--- src/rtl/risc_pkg.sv ---
// Shared definitions for the RISC datapath: ALU function codes, flag bit
// positions, sequencer states and condition codes.
// Ports: none (package).
package risc_pkg;

    typedef enum logic [2:0] {
        RA   = 3'd0,
        RB   = 3'd1,
        RADD = 3'd2,
        RSUB = 3'd3,
        RAND = 3'd4,
        ROR  = 3'd5,
        RXOR = 3'd6,
        RNOR = 3'd7
    } alu_func_e;

    localparam int FLAG_N = 3;
    localparam int FLAG_Z = 2;
    localparam int FLAG_C = 1;
    localparam int FLAG_V = 0;

    typedef enum logic [1:0] {
        IDLE  = 2'd0,
        READ  = 2'd1,
        EXEC  = 2'd2,
        WRITE = 2'd3
    } seq_state_e;

    typedef enum logic [1:0] {
        COND_AL = 2'd0,
        COND_Z  = 2'd1,
        COND_C  = 2'd2,
        COND_N  = 2'd3
    } cond_e;

endpackage

--- src/rtl/seq_cond_eval.sv ---
// Maps a condition code and the current flags to an execute bit.
// Latency: combinational. Backpressure: none.
// Ports: cond (2b code), flags (N/Z/C/V), exec (1 = instruction takes effect).
module seq_cond_eval
    import risc_pkg::*;
(
    input  logic [1:0] cond,
    input  logic [3:0] flags,
    output logic       exec
);

    // Overflow is not a selectable condition.
    logic unused_v;
    assign unused_v = flags[FLAG_V];

    always_comb begin
        exec = 1'b1;
        case (cond_e'(cond))
            COND_AL: exec = 1'b1;
            COND_Z:  exec = flags[FLAG_Z];
            COND_C:  exec = flags[FLAG_C];
            COND_N:  exec = flags[FLAG_N];
            default: exec = 1'b1;
        endcase
    end

endmodule

--- src/rtl/alu_sequencer.sv ---
// Issue/writeback controller: reads two RF operands, drives the ALU, writes the result back.
// Latency: accept edge to done/rf_we cycle is 3 cycles; one instruction per 4 cycles.
// Backpressure: instr_ready (registered) is high only in IDLE; optional COND_EXEC_EN build macro
// enables conditional execution against the previous instruction's flags.
// Ports: instr_* handshake/fields in, rf_* register-file read/write, alu_* operand/result,
// flags_q registered flags, done one-cycle retire pulse.
module alu_sequencer
    import risc_pkg::*;
#(
    parameter int n  = 8,
    parameter int AW = 3
) (
    input  logic          clk,
    input  logic          n_reset,
    input  logic          instr_valid,
    output logic          instr_ready,
    input  logic [2:0]    instr_func,
    input  logic [AW-1:0] instr_rd,
    input  logic [AW-1:0] instr_ra,
    input  logic [AW-1:0] instr_rb,
    input  logic [1:0]    instr_cond,
    output logic [AW-1:0] rf_raddr1,
    output logic [AW-1:0] rf_raddr2,
    input  logic [n-1:0]  rf_rdata1,
    input  logic [n-1:0]  rf_rdata2,
    output logic          rf_we,
    output logic [AW-1:0] rf_waddr,
    output logic [n-1:0]  rf_wdata,
    output logic [n-1:0]  alu_a,
    output logic [n-1:0]  alu_b,
    output logic [2:0]    alu_func,
    input  logic [n-1:0]  alu_result,
    input  logic [3:0]    alu_flags,
    output logic [3:0]    flags_q,
    output logic          done
);

    seq_state_e    state_q, state_d;
    logic [2:0]    func_q;
    logic [AW-1:0] rd_q, ra_q, rb_q;
    logic [n-1:0]  result_q;
    logic          accept;
    logic          exec_now;   // instruction in EXEC is allowed to take effect
    logic          wb_en;      // instruction in WRITE is allowed to write back

    assign accept = instr_valid && instr_ready && (state_q == IDLE);

`ifdef COND_EXEC_EN
    logic [1:0] cond_q;
    logic       cond_pass;
    logic       wb_q;

    seq_cond_eval u_cond (
        .cond  (cond_q),
        .flags (flags_q),
        .exec  (cond_pass)
    );

    // flags_q changes at the end of EXEC, so the verdict is captured there
    // rather than re-evaluated in WRITE.
    always_ff @(posedge clk or negedge n_reset) begin
        if (!n_reset) begin
            cond_q <= 2'd0;
            wb_q   <= 1'b0;
        end else begin
            if (accept)
                cond_q <= instr_cond;
            if (state_q == EXEC)
                wb_q <= cond_pass;
        end
    end

    assign exec_now = cond_pass;
    assign wb_en    = wb_q;
`else
    logic unused_cond;
    assign unused_cond = ^instr_cond;
    assign exec_now    = 1'b1;
    assign wb_en       = 1'b1;
`endif

    always_ff @(posedge clk or negedge n_reset) begin
        if (!n_reset) begin
            state_q     <= IDLE;
            instr_ready <= 1'b0;
            func_q      <= 3'd0;
            rd_q        <= '0;
            ra_q        <= '0;
            rb_q        <= '0;
            result_q    <= '0;
            flags_q     <= 4'd0;
        end else begin
            state_q     <= state_d;
            instr_ready <= (state_d == IDLE);
            if (accept) begin
                func_q <= instr_func;
                rd_q   <= instr_rd;
                ra_q   <= instr_ra;
                rb_q   <= instr_rb;
            end
            if ((state_q == EXEC) && exec_now) begin
                result_q <= alu_result;
                flags_q  <= alu_flags;
            end
        end
    end

    // rf_we is decoded from state only, so an asynchronous reset clears it
    // immediately and no partial write can happen.
    always_comb begin
        state_d = state_q;
        rf_we   = 1'b0;
        done    = 1'b0;
        case (state_q)
            IDLE:  if (accept) state_d = READ;
            READ:  state_d = EXEC;
            EXEC:  state_d = WRITE;
            WRITE: begin
                rf_we   = wb_en;
                done    = 1'b1;
                state_d = IDLE;
            end
            default: state_d = IDLE;
        endcase
    end

    assign rf_raddr1 = ra_q;
    assign rf_raddr2 = rb_q;
    assign rf_waddr  = rd_q;
    assign rf_wdata  = result_q;
    assign alu_a     = rf_rdata1;
    assign alu_b     = rf_rdata2;
    assign alu_func  = func_q;

endmodule

--- config.mk ---
export PLATFORM = sky130hd
export DESIGN_NAME = alu_sequencer
export DESIGN_NICKNAME = d
export VERILOG_FILES = /design/src/rtl/risc_pkg.sv /design/src/rtl/seq_cond_eval.sv /design/src/rtl/alu_sequencer.sv
export SDC_FILE = /design/constraint.sdc
export NUM_CORES = 1
export LEC_CHECK = 0
export ABC_AREA = 1
export CAP_MARGIN = 20
export CORE_ASPECT_RATIO = 0.5
export CORE_MARGIN = 3
export CORE_UTILIZATION = 35
export CTS_CLUSTER_DIAMETER = 200
export DETAILED_ROUTE_END_ITERATION = 8
export PLACE_DENSITY = 0.79
export SLEW_MARGIN = 40
export SYNTH_ARGS = -nofsm -noshare
export SYNTH_HDL_FRONTEND = slang
export SYNTH_SLANG_ARGS = --single-unit
--- constraint.sdc ---
create_clock -name clk -period 1.3 [get_ports clk]
set_input_delay 0.325 -clock clk [delete_from_list [all_inputs] [get_ports clk]]
set_output_delay 0.325 -clock clk [all_outputs]
set_load 0.1 [all_outputs]
# After elaboration in Yosys (flattened, before gate mapping)
# Index checks and enable logic that the tools add are counted.
dict set report op_classes {
  n_eq_ne 3
  muxes 3
  n_reduce_logical 4
}
# operator n
set op_table {}
lappend op_table {{$pmux 2 s4} 1}
lappend op_table {{$eq 2x2->1 const B} 2}
lappend op_table {{$logic_not 2->1} 2}
lappend op_table {{$eq 2x1->1 const B} 1}
lappend op_table {{$logic_and 1x1->1} 2}
lappend op_table {{$mux 2} 1}
lappend op_table {{$mux 1} 1}
dict set report totals {
  register_bits 27
  out_inout_bits 43
  elab_cells 18
}

# Logic depth before layout (Yosys ltp)
dict set report logic_depth {
  depth_word 5
  ltp_mapped 6
}

# Least setup slack after synthesis
# OpenSTA, ideal clock, no wires.
dict set report synth_timing {
  path_type {reg-to-output}
  startpoint {register state_q[0]}
  endpoint {output port rf_we}
  arrival_time_ns 1.581
  t_required_ns 0.975
  setup_slack_ns -0.606
  stages_incl_launch_ff 3
  n_path_buf 1
  path_cell_list {dfrtp_1 > ha_1 > buf_4}
}
dict set report synth_via {
  elab_chain_cells 2
}
# element line
set synth_rtl {}
lappend synth_rtl {{start, declared} alu_sequencer.sv:38} ;# seq_state_e state_q, state_d;
lappend synth_rtl {{start signal, assigned} alu_sequencer.sv:93} ;# state_q <= state_d;
lappend synth_rtl {{$eq 2x2->1} -}
lappend synth_rtl {{$mux 1} -}
lappend synth_rtl {{end, declared} alu_sequencer.sv:26} ;# output logic rf_we,
# Every way passes these cells.

# Worst setup path after layout
dict set report layout_timing {
  startpoint {register state_q[1]}
  endpoint {output port rf_we}
}
dict set report layout_via {
  elab_chain_cells 2
}
# element line
set layout_rtl {}
lappend layout_rtl {{$eq 2x2->1} alu_sequencer.sv:114} ;# case (state_q)
lappend layout_rtl {{$mux 1} alu_sequencer.sv:114}
# Every way passes these cells.

==> metrics.yaml <==
clock_network:
  cts.sinks: 27
  h-tree-depth: 1
  cts_tree: "built"
  root_buffer: "clkbuf_8"
  clockBufferDepth: 2
  clock_latency_ps: 270
  clk_pin_slew_worst_paths_ps: 90
  cts_buffers: 3
  holdBufCountCts: 0
detailed_routing:
  met3WireLength_um: 155
  met2_length_um: 1380
  drcViolationCount: 0
  drtIter0Drc: 15
  dr.pass1.iters: 4
  wl_met1_um: 957
  drt_wl_total_um: 2540
  routed_via_density: 4.14
  wl_per_cell_um: 11.4
  routed.top_layer: "met4"
  vias: 920
  ant_nets: 0
setup_path:
  crit_start: "state_q[1]$_DFF_PN0_"
  crit_slowest_cell: "dfrtp_1"
  cp_top_family: "flip-flops"
  end_kind: "output pin"
  slowest_delay_ps: 440
  cp_max_fo: 3
  path_cells: "ha_4, buf_12"
  critPathArrivalTime_ps: 1070
  regToRegSetupSlack_ps: 20
  critical_path_class: "flip-flop to output pin"
  timing.rr.start: "state_q[0]$_DFF_PN0_"
  crit_required_ps: 980
  start_kind: "flip-flop"
  crit_buf_inv: 1
  reg2reg_depth: 6
  r2r_end: "rf_raddr1[2]$_DFFE_PN0P_"
yosys:
  synth_area_um2: 1280
  ys_types: 15
  syn_avg_cell_area_um2: 9.61
  ys_ff_latch: 27
  ys_warn_count: 0
  syn-num-nets: 182
  yosysSeqAreaShare_pct: 52.9
  netlist_instances: 133
floorplan:
  die_y_um: 48.7
  die_width_um: 91.4
  rows: 14
  initial_core_util_pct: 39.4
  dieArea_um2: 4450
  core_um2: 3240
  ioPinCount: 88
finish:
  finalInstanceArea_um2: 2120
  final_common_cell: "buf_12"
  n_antenna_cell: 0
  drive_gt1_share_pct: 28.7
  layout_common_cells: "30 x buf_12, 27 x inv_1, 26 x dfrtp_1, 26 x clkdlybuf4s50_1, 25 x nand2_1"
  synthToLayoutAreaGrowth_pct: 65.9
  fin_nets: 224
timing:
  rsz0062_at_grt: "yes"
  fmax_mhz: 716
  setup_violations: 2
  min_period_over_period_pct: 107
  drv_slew: 0
  setup_ws_ps: -97.4
  clock_skew_ps: 1.09
  hold_viol: 0
  finalCriticalPeriod_ps: 1400
  finalSetupTns_ps: -193
  slew_headroom_pct: 89.4
  tightest_slew_ps: 157
global_routing:
  grt_pass1_vias: 947
  grt_usage_pct: 12.5
  grt_pass1_wl_um: 4400
  antenna_found_initial: 0
  grt_max_degree: 28
  overflow: 0
placed_design:
  postPlaceCellArea_um2: 2050
  hpwl_um: 2050
  gp_congestion: 0.657
  place_ws_ps: -74.3
  port_buffers: 53
outcome:
  violations: "negative setup slack"
  status: "finished, violations left"
worst_hold_path:
  hp-class: "input port to async pin"
job:
  maxCapViolCount: 0
## timing repair
action                                 in CTS  in global routing
buffers inserted                            1                  0
endpoints found under the hold margin       0                  0
setup endpoints to repair                   2                 26
resized for setup                           1                  6
## routing by layer
metal	vias up	GRT usage, %
met5	-	0
met4	0	5.75
met3	12	3.56
met2	26	23.3
met1	420	13.0
li1	462	-
## worst max-delay path by stage
stage | to | cells after the start | slack, ps
2_1_floorplan | rf_we | 2 | -290
3_3_place_gp | rf_waddr[2]$_DFFE_PN0P_ | 5 | -60
3_5_place_dp | rf_raddr1[2]$_DFFE_PN0P_ | 5 | -70
4_1_cts | rf_we | 2 | -100
5_1_grt | rf_we | 2 | -140
6_report | rf_we | 2 | -100
## sequential cells by signal, indices dropped and copies added (netlist names)
name / count
flags_q: 4
alu_func: 3
instr_ready: 1
rf_raddr1: 3
rf_raddr2: 3
rf_wdata: 8
state_q: 2
rf_waddr: 3
## final cells by class
cell class	count	area, um2
Clock buffer	3	41.3
Clock inverter	1	5.00
Fill cell	246	1120
Inverter	27	101
Multi-Input combinational cell	58	355
Sequential cell	27	677
Tap cell	48	60.1
Timing Repair Buffer	58	880
## logic make-up after synthesis
group,count (synthesis),share of synthesized area (%)
buffers and inverters,48,20.5
AND/OR/NAND/NOR,29,9.99
flip-flops,27,52.9
AO/OA/AOI/OAI,25,12.7
adder cells (fa/ha/maj),4,3.92
## synthesized netlist by cell type
| library cell | number | area, um2 |
|---|---|---|
| nor2_1 | 1 | 3.75 |
| a21oi_1 | 1 | 5.00 |
| nand3_4 | 1 | 17.5 |
| buf_2 | 2 | 10.0 |
| dfrtp_1 | 27 | 676 |
| buf_6 | 2 | 22.5 |
| o21ai_0 | 12 | 60.1 |
| or2_1 | 1 | 6.26 |
| and2_1 | 1 | 6.26 |
| ha_1 | 4 | 50.1 |
| buf_4 | 17 | 128 |
| o21ai_2 | 10 | 87.6 |
| o21ai_1 | 2 | 10.0 |
| inv_1 | 27 | 101 |
| nand2_1 | 25 | 93.8 |
## metrics by stage
step	hold WS [ps]	std cells	utilization, %
finish	394	222	65.4
global route	404	222	65.4
CTS	393	222	65.2
detailed placement	532	217	63.2
global placement	529	217	63.2
floorplan	29.4	133	-
Power is not shown: default switching activity piles up to over one toggle a cycle in this logic, so the estimate is an artifact.
